--- src/rtl/spart_pkg.sv ---
// Shared SPART definitions: frame defaults,
// tx state encoding and counter sizing.
package spart_pkg;

  localparam int DATA_BITS_D  = 8;
  localparam int OVERSAMPLE_D = 16;
  localparam int STOP_BITS_D  = 2;

  typedef enum logic [1:0] {
    IDLE  = 2'd0,
    START = 2'd1,
    DATA  = 2'd2,
    STOP  = 2'd3
  } tx_state_e;

  function automatic int clog2(input int v);
    int r;
    r = 0;
    for (int i = 0; i < 31; i++) begin
      if ((1 << i) < v) r = i + 1;
    end
    return (r < 1) ? 1 : r;
  endfunction

endpackage

--- src/rtl/spart_bit_timer.sv ---
// Oversample tick counter; flags the baud_en
// pulse that closes one bit period.
module spart_bit_timer
  import spart_pkg::*;
#(
  parameter int OVERSAMPLE = OVERSAMPLE_D
) (
  input  logic clk,
  input  logic rst_n,
  input  logic clr,
  input  logic baud_en,
  output logic bit_done
);

  localparam int TW = clog2(OVERSAMPLE);
  localparam logic [TW-1:0] LAST = TW'(OVERSAMPLE - 1);

  logic [TW-1:0] tick;

  assign bit_done = baud_en && (tick == LAST);

  // count baud pulses, wrapping on the bit boundary
  always_ff @(posedge clk or negedge rst_n) begin
    if (!rst_n) begin
      tick <= '0;
    end else if (clr) begin
      tick <= '0;
    end else if (baud_en) begin
      tick <= bit_done ? '0 : tick + 1'b1;
    end
  end

endmodule

--- src/rtl/spart_tx.sv ---
// SPART transmitter: holding buffer, shifter
// and start/data/stop framing FSM.
module spart_tx
  import spart_pkg::*;
#(
  parameter int DATA_BITS  = DATA_BITS_D,
  parameter int OVERSAMPLE = OVERSAMPLE_D,
  parameter int STOP_BITS  = STOP_BITS_D
) (
  input  logic                 clk,
  input  logic                 rst_n,
  input  logic                 baud_en,
  input  logic                 wr_en,
  input  logic [DATA_BITS-1:0] tx_data,
  output logic                 TxD,
  output logic                 TBR,
  output logic                 tx_busy,
  output logic                 overrun
);

  localparam int CW = clog2(DATA_BITS + 1);
  localparam logic [CW-1:0] D_LAST = CW'(DATA_BITS - 1);
  localparam logic [CW-1:0] S_LAST = CW'(STOP_BITS - 1);

  tx_state_e state_q, state_d;

  logic [DATA_BITS-1:0] buf_q;
  logic                 buf_full_q;
  logic [DATA_BITS-1:0] sh_q, sh_d;
  logic [CW-1:0]        bit_cnt_q, bit_cnt_d;
  logic                 txd_q, txd_d;
  logic                 overrun_q;
  logic                 load;
  logic                 wr_acc;
  logic                 bit_done;
  logic                 clr;

  assign wr_acc  = wr_en & ~buf_full_q;
  assign clr     = (state_q == IDLE);
  assign TxD     = txd_q;
  assign TBR     = ~buf_full_q;
  assign tx_busy = (state_q != IDLE);
  assign overrun = overrun_q;

  spart_bit_timer #(
    .OVERSAMPLE(OVERSAMPLE)
  ) u_timer (
    .clk     (clk),
    .rst_n   (rst_n),
    .clr     (clr),
    .baud_en (baud_en),
    .bit_done(bit_done)
  );

  // state and datapath registers
  always_ff @(posedge clk or negedge rst_n) begin
    if (!rst_n) begin
      state_q   <= IDLE;
      sh_q      <= '0;
      bit_cnt_q <= '0;
      txd_q     <= 1'b1;
    end else begin
      state_q   <= state_d;
      sh_q      <= sh_d;
      bit_cnt_q <= bit_cnt_d;
      txd_q     <= txd_d;
    end
  end

  // holding buffer; a full buffer drops writes
  always_ff @(posedge clk or negedge rst_n) begin
    if (!rst_n) begin
      buf_q      <= '0;
      buf_full_q <= 1'b0;
      overrun_q  <= 1'b0;
    end else begin
      overrun_q <= wr_en & buf_full_q;
      if (load) begin
        buf_full_q <= 1'b0;
      end else if (wr_acc) begin
        buf_full_q <= 1'b1;
        buf_q      <= tx_data;
      end
    end
  end

  // framing FSM: next state and next line value
  always_comb begin
    state_d   = state_q;
    sh_d      = sh_q;
    bit_cnt_d = bit_cnt_q;
    txd_d     = txd_q;
    load      = 1'b0;
    unique case (state_q)
      IDLE: begin
        txd_d = 1'b1;
        if (buf_full_q) begin
          load    = 1'b1;
          sh_d    = buf_q;
          txd_d   = 1'b0;
          state_d = START;
        end
      end
      START: begin
        if (bit_done) begin
          state_d   = DATA;
          txd_d     = sh_q[0];
          bit_cnt_d = '0;
        end
      end
      DATA: begin
        if (bit_done) begin
          if (bit_cnt_q == D_LAST) begin
            state_d   = STOP;
            txd_d     = 1'b1;
            bit_cnt_d = '0;
          end else begin
            sh_d      = sh_q >> 1;
            txd_d     = sh_q[1];
            bit_cnt_d = bit_cnt_q + 1'b1;
          end
        end
      end
      STOP: begin
        if (bit_done) begin
          if (bit_cnt_q == S_LAST) begin
            bit_cnt_d = '0;
            if (buf_full_q) begin
              load    = 1'b1;
              sh_d    = buf_q;
              txd_d   = 1'b0;
              state_d = START;
            end else begin
              state_d = IDLE;
            end
          end else begin
            bit_cnt_d = bit_cnt_q + 1'b1;
          end
        end
      end
      default: begin
        state_d = IDLE;
        txd_d   = 1'b1;
      end
    endcase
  end

endmodule
--- config.mk ---
export PLATFORM = sky130hd
export DESIGN_NAME = spart_tx
export DESIGN_NICKNAME = d
export VERILOG_FILES = /design/src/rtl/spart_pkg.sv /design/src/rtl/spart_bit_timer.sv /design/src/rtl/spart_tx.sv
export SDC_FILE = /design/constraint.sdc
export NUM_CORES = 1
export LEC_CHECK = 0
export ABC_AREA = 1
export CORE_UTILIZATION = 40
export CTS_CLUSTER_SIZE = 28
export DETAILED_ROUTE_END_ITERATION = 8
export GPL_TIMING_DRIVEN = 1
export HOLD_SLACK_MARGIN = 0.1
export PLACE_DENSITY = 0.6
export RECOVER_POWER = 50
export SLEW_MARGIN = 20
export SYNTH_ARGS = -nofsm -noshare
export SYNTH_HDL_FRONTEND = slang
export SYNTH_SLANG_ARGS = --single-unit
--- constraint.sdc ---
create_clock -name clk -period 2 [get_ports clk]
set_input_delay 0.4 -clock clk [delete_from_list [all_inputs] [get_ports clk]]
set_output_delay 0.4 -clock clk [all_outputs]
set_load 0.05 [all_outputs]
# Yosys cells after proc, flatten, opt, wreduce, memory -nomap -nowiden
# Index checks and enable logic that the tools add are counted.
# word_totals
wordCells,77
output_inout_bits,4
reg_bits,29
# op_classes
n_eq_ne,14
n_reduce_logical,12
bitwise_logic,4
mux,37
addsub,2
# op_table
cell,n
8-bit 2-to-1 mux,5
4-bit 2-to-1 mux,8
8-bit one-hot mux with 3 select lines,1
1-bit 2-to-1 mux,13
2-bit 2-to-1 mux,6
4-bit one-hot mux with 3 select lines,1
"2-bit inequality test, second input constant",5
5-bit AND reduction,2
"4-bit by 1-bit adder with 4-bit output, second input constant",2
2-bit one-hot mux with 4 select lines,1
"2-bit by 1-bit inequality test with 1-bit output, second input constant",3
6-bit AND reduction,1
2-bit nonzero test,3
3-bit nonzero test,2
"2-bit equality test, second input constant",2
"4-bit by 1-bit equality test with 1-bit output, second input constant",1
"4-bit by 3-bit equality test with 1-bit output, second input constant",1
"4-bit equality test, second input constant",1
1-bit one-hot mux with 4 select lines,1
4-bit AND reduction,1
1-bit bitwise AND,2
"2-bit by 1-bit equality test with 1-bit output, second input constant",1
2-bit logical NOT,1
1-bit inverter,2
other kinds (3),3

# Logic depth before layout (Yosys ltp)
# logic_depth
depth_word,6
mapped_depth,9
mapped_depth_nobuf,9

# By module
# From an unflattened synthesis, not the netlist that was laid out.
# unflattened
cells_unflattened,214
area_unflattened_um2,1724.2
# modules_own_cells
mod,seq_area_each_um2,area_each_um2,n_inst,cells_each
spart_tx,626.9,1492.7,1,184
spart_bit_timer,100.1,231.5,1,30

# Worst setup path after synthesis
# OpenSTA, ideal clock, no wires.
# synth_path
path_kind,flip-flop to flip-flop
startpoint,register state_q[0]
endpoint,register sh_q[0]
t_arrival_ns,1.396
path_stages_with_launch,8
slack_ns,0.487
path_buffers,1
required_time_ns,1.883
path_cell_list,dfrtp_1 > inv_1 > ha_1 > buf_6 > o21ai_2 > nand3_4 > nand2_1 > nand2_1
# synth_between
elab_chain_len,3
word_cells_on_any_way,10
classes_between,eq/ne (6); mux (1); reduce/logical (3)
# synth_rtl
item,line,rtl
"start, declared",spart_tx.sv:25,"tx_state_e state_q, state_d;"
"start signal, assigned",spart_tx.sv:63,state_q <= state_d;
2-bit equality test / 2-bit logical NOT (equally long branches),spart_tx.sv:94,unique case (state_q)
2-bit inequality test (no source line) (tied with other cells),--,
5-bit AND reduction (no source line),--,
"end signal, assigned",spart_tx.sv:59,sh_q <= '0;
"end signal, assigned",spart_tx.sv:64,sh_q <= sh_d;
"end, declared",spart_tx.sv:29,"logic [DATA_BITS-1:0] sh_q, sh_d;"
# Several ways; a longest one is shown, not always the timed one.
# A chain may end at the register's enable or synchronous reset.

# Final worst setup path
# layout_path
startpoint,register state_q[0]
endpoint,output port tx_busy
# layout_between
elab_chain_len,1
# layout_rtl
item,line,rtl
2-bit nonzero test,spart_tx.sv:42,assign tx_busy = (state_q != IDLE);
"end, declared",spart_tx.sv:17,"output logic tx_busy,"
# No other way between the ends.

==> run_results.csv <==
group,metric,value,unit
timing,setup_viol,0,
power,power_frac_comb,47.7,%
synth,ys.flop_type,"dfrtp_1",
grt,grt_pass1_wl,5730,um
timing,fmax,546,MHz
worst_setup_path,critical_path_buf_inv_count,3,
clocking,cts-htree-levels,2,
worst_setup_path,crit_slowest_cell,"dfrtp_1",
timing,min_period,1.83,ns
min_path,min_path_cells,2,
placement,dpl.hpwl,2180,um
synth,syn_avg_cell_area,7.75,um2
synth,yosys_warnings,0,
final_layout,diodes,0,
final_layout,syn_to_final_growth,19.8,%
worst_setup_path,r2r_setup_slack,0.28,ns
clocking,clkTransAtPathRegs,0.07,ns
clocking,clk_latency,0.29,ns
floorplan,die_w,65.6,um
synth,synth_nets,229,
worst_setup_path,cp-end-kind,"primary output",
detailed_routing,drt_iter0_drc,46,
timing,fin_worst_skew,0.00427,ns
grt,grt-ovfl-total,0,
detailed_routing,num_vias,1336,
synth,ys_ff_latch,29,
worst_setup_path,crit_start,"state_q[0]",
synth,syn_area,1620,um2
final_layout,stdcell_area,1940,um2
worst_setup_path,worstPathMaxFanout,5,
worst_setup_path,r2r-end,"sh_q[7]",
clocking,cts.path.max_buffers,2,
timing,worst-slew-pin-transition,0.722,ns
worst_setup_path,crit_required,1.60,ns
clocking,cts_tree,"yes",
floorplan,io_pins,16,
placement,port_buffers,15,
floorplan,start_util,43.0,%
floorplan,fp.dieH,65.6,um
floorplan,die_area,4310,um2
synth,netlist_top_cells_count,"nand2_1 (66), dfrtp_1 (28), inv_1 (28)",
synth,synthSimpleGateAreaFrac,28.6,%
detailed_routing,drt_first_pass_iters,4,
grt,grt.total_usage,17.9,%
timing,finalCritPeriodShare,91.6,%
clocking,cts_buffers,5,
synth,yosysTopAreaCell,"dfrtp_1",
timing,drv_slew,0,
timing,grt_setup_unrepaired,"no",
power,ir_worst_vdd,0.969,mV
worst_setup_path,path_common_cell,"inv_1",
detailed_routing,antenna_left,0,
placement,dpl-instance-area,1810,um2
synth,synthAdderAreaFrac,6.18,%
detailed_routing,avgViaCountPerCell,4.81,
grt,grt_max_degree,30,
placement,place_congestion,0.821,
clocking,ctsResizeCount,0,
worst_setup_path,critical_path.max_stage_delay,0.43,ns
clocking,clock_sinks,29,
worst_setup_path,cp.depth,4,
synth,synth-xor-area-share,0.541,%
detailed_routing,drc,0,
final_layout,layout-drive-gt1-share,9.57,%
detailed_routing,wirelength,3080,um
clocking,root_buffer,"clkbuf_8",
worst_setup_path,critical_path_arrival,1.43,ns
power,power.internal,1.89,mW
clocking,post_cts_buffers,0,
grt,grt_pass1_vias,1248,
grt,grt_antenna_before_repair,0,
synth,synth_top_family_by_area,"simple AND/OR/NAND/NOR gates",
timing,finalHoldViolCount,0,
power,switching_share,42.8,%
min_path,hold_path_end,"sh_q[2]",
min_path,min_from,"sh_q[2]",
timing,setup_tns,0,ns
synth,synthArstFlopShare,100,%
worst_setup_path,crit_family,"buffers and inverters",
worst_setup_path,path_cells,"inv_1 > ha_1 > inv_1 > buf_12",
synth,syn_inst,209,
worst_setup_path,worstSetupPathType,"reg2out",
synth,yosysUniqueCellTypes,22,
clocking,hold_buffers,0,
placement,dpl.cell_count,270,
min_path,min_path_type,"reg2reg",
worst_setup_path,startpoint_type,"register",
power,pwr-share-clk,22.1,%
timing,relSlewSlack,51.9,%
synth,synth_mux_area_share,0,%
synth,synth_area_leaders,"dfrtp_1 (43%), nand2_1 (15%), inv_1 (6.5%)",
power,seqPwrFrac,30.2,%
final_layout,final_nets,249,
worst_setup_path,rr_worst_depth,6,
synth,ys_seq_area_share,44.9,%
power,p_leak,1.01,nW
power,power_switching,1.42,mW
final_layout,stdcell_count,278,
synth,synth_edf_count,0,
synth,synth_compound_area_share,11.0,%
flow_run,max-cap-violations,0,
detailed_routing,avgRoutedWirePerCell,11.1,um
floorplan,coreArea,3770,um2
worst_setup_path,r2r_start,"state_q[0]",
outcome,status,"completed",
synth,synth.most_common_cell,"nand2_1",
floorplan,row_count,22,
power,powerDensity,1700,nW/um2
synth,synth_top_area_share,43.2,%
==> power groups by stage <==
stage | registers (mW) | logic, mW | clock network, mW
floorplan | 1.02 | 1.20 | 0
global placement | 1.01 | 1.57 | 0
detailed placement | 1.00 | 1.60 | 0
CTS | 0.999 | 1.60 | 0.745
global route | 1.03 | 1.81 | 0.773
finish | 0.999 | 1.58 | 0.733
==> per-layer routing <==
metal  GRT usage, %  part of all wire (%)  vias to the layer above
met5              0                     0                        -
met3           5.73                   4.1                        6
met2           24.6                    40                       27
met4           8.15                   2.0                        0
met1           25.3                    53                      595
li1               -                     -                      708
==> worst min-delay path, stage by stage, from the launching register on <==
cell	delay [ns]
dfrtp_1	0.34
nand2_1	0.05
nand2_1	0.05
==> layout by cell type (no fill, tap or decap) <==
| cell type | count |
|---|---|
| clkbuf_8 | 5 |
| nor2_1 | 19 |
| o21ai_0 | 13 |
| nand4_1 | 9 |
| inv_1 | 28 |
| nand3_4 | 1 |
| o22ai_1 | 1 |
| a21oi_1 | 13 |
| dfrtp_1 | 28 |
| buf_4 | 3 |
| nor2_2 | 1 |
| buf_12 | 1 |
| xor2_1 | 1 |
| nand2_2 | 3 |
| o211ai_1 | 1 |
| clkdlybuf4s50_1 | 10 |
| nand2_1 | 67 |
| dfstp_2 | 1 |
| ha_1 | 8 |
| o21ai_2 | 2 |
| bufinv_16 | 2 |
| dlygate4sd3_1 | 2 |
| clkinv_2 | 1 |
| nand3_1 | 8 |
| clkbuf_2 | 1 |
| a21oi_4 | 1 |
==> logic make-up (layout without fill, tap and decap cells) <==
group / count (synthesis) / count (layout)
and+or+nand+nor: 108 / 108
buffers and inverters: 32 / 53
xor gates and xnor gates: 1 / 1
DFF: 29 / 29
adders and majority gates: 8 / 8
AOI/OAI and AO/OA: 31 / 31
==> registers in the layout, summed over array words and instances (netlist names) <==
register	count
bit_cnt_q	4
overrun	1
sh_q	8
buf_full_q	1
u_timer.tick	4
TxD	1
buf_q	8
state_q	2
==> how the worst max path moves through the flow <==
stage,endpoint,slack (ns)
floorplan,sh_q[0],0.49
global placement,sh_q[2],0.25
detailed placement,sh_q[3],0.25
CTS,tx_busy,0.16
global route,TxD,0.07
finish,tx_busy,0.17
==> final cells by class <==
class | instances | area (um2)
Fill cell | 366 | 1830
Multi-Input combinational cell | 148 | 748
Sequential cell | 29 | 727
Timing Repair Buffer | 17 | 168
Inverter | 28 | 105
Clock buffer | 5 | 68.8
Clock inverter | 3 | 65.1
Tap cell | 48 | 60.1
==> per-stage QoR <==
step / setup WS, ns / utilization [%] / hold WS, ns / power [mW]
CTS: 0.160 / 51.6 / 0.479 / 3.34
floorplan: 0.487 / - / 0.104 / 2.22
detailed placement: 0.248 / 48.1 / 0.463 / 2.60
finish: 0.168 / 51.5 / 0.473 / 3.31
global placement: 0.254 / 48.1 / 0.459 / 2.58
global route: 0.0690 / 51.5 / 0.494 / 3.61
(Power assumes the default switching activity.)
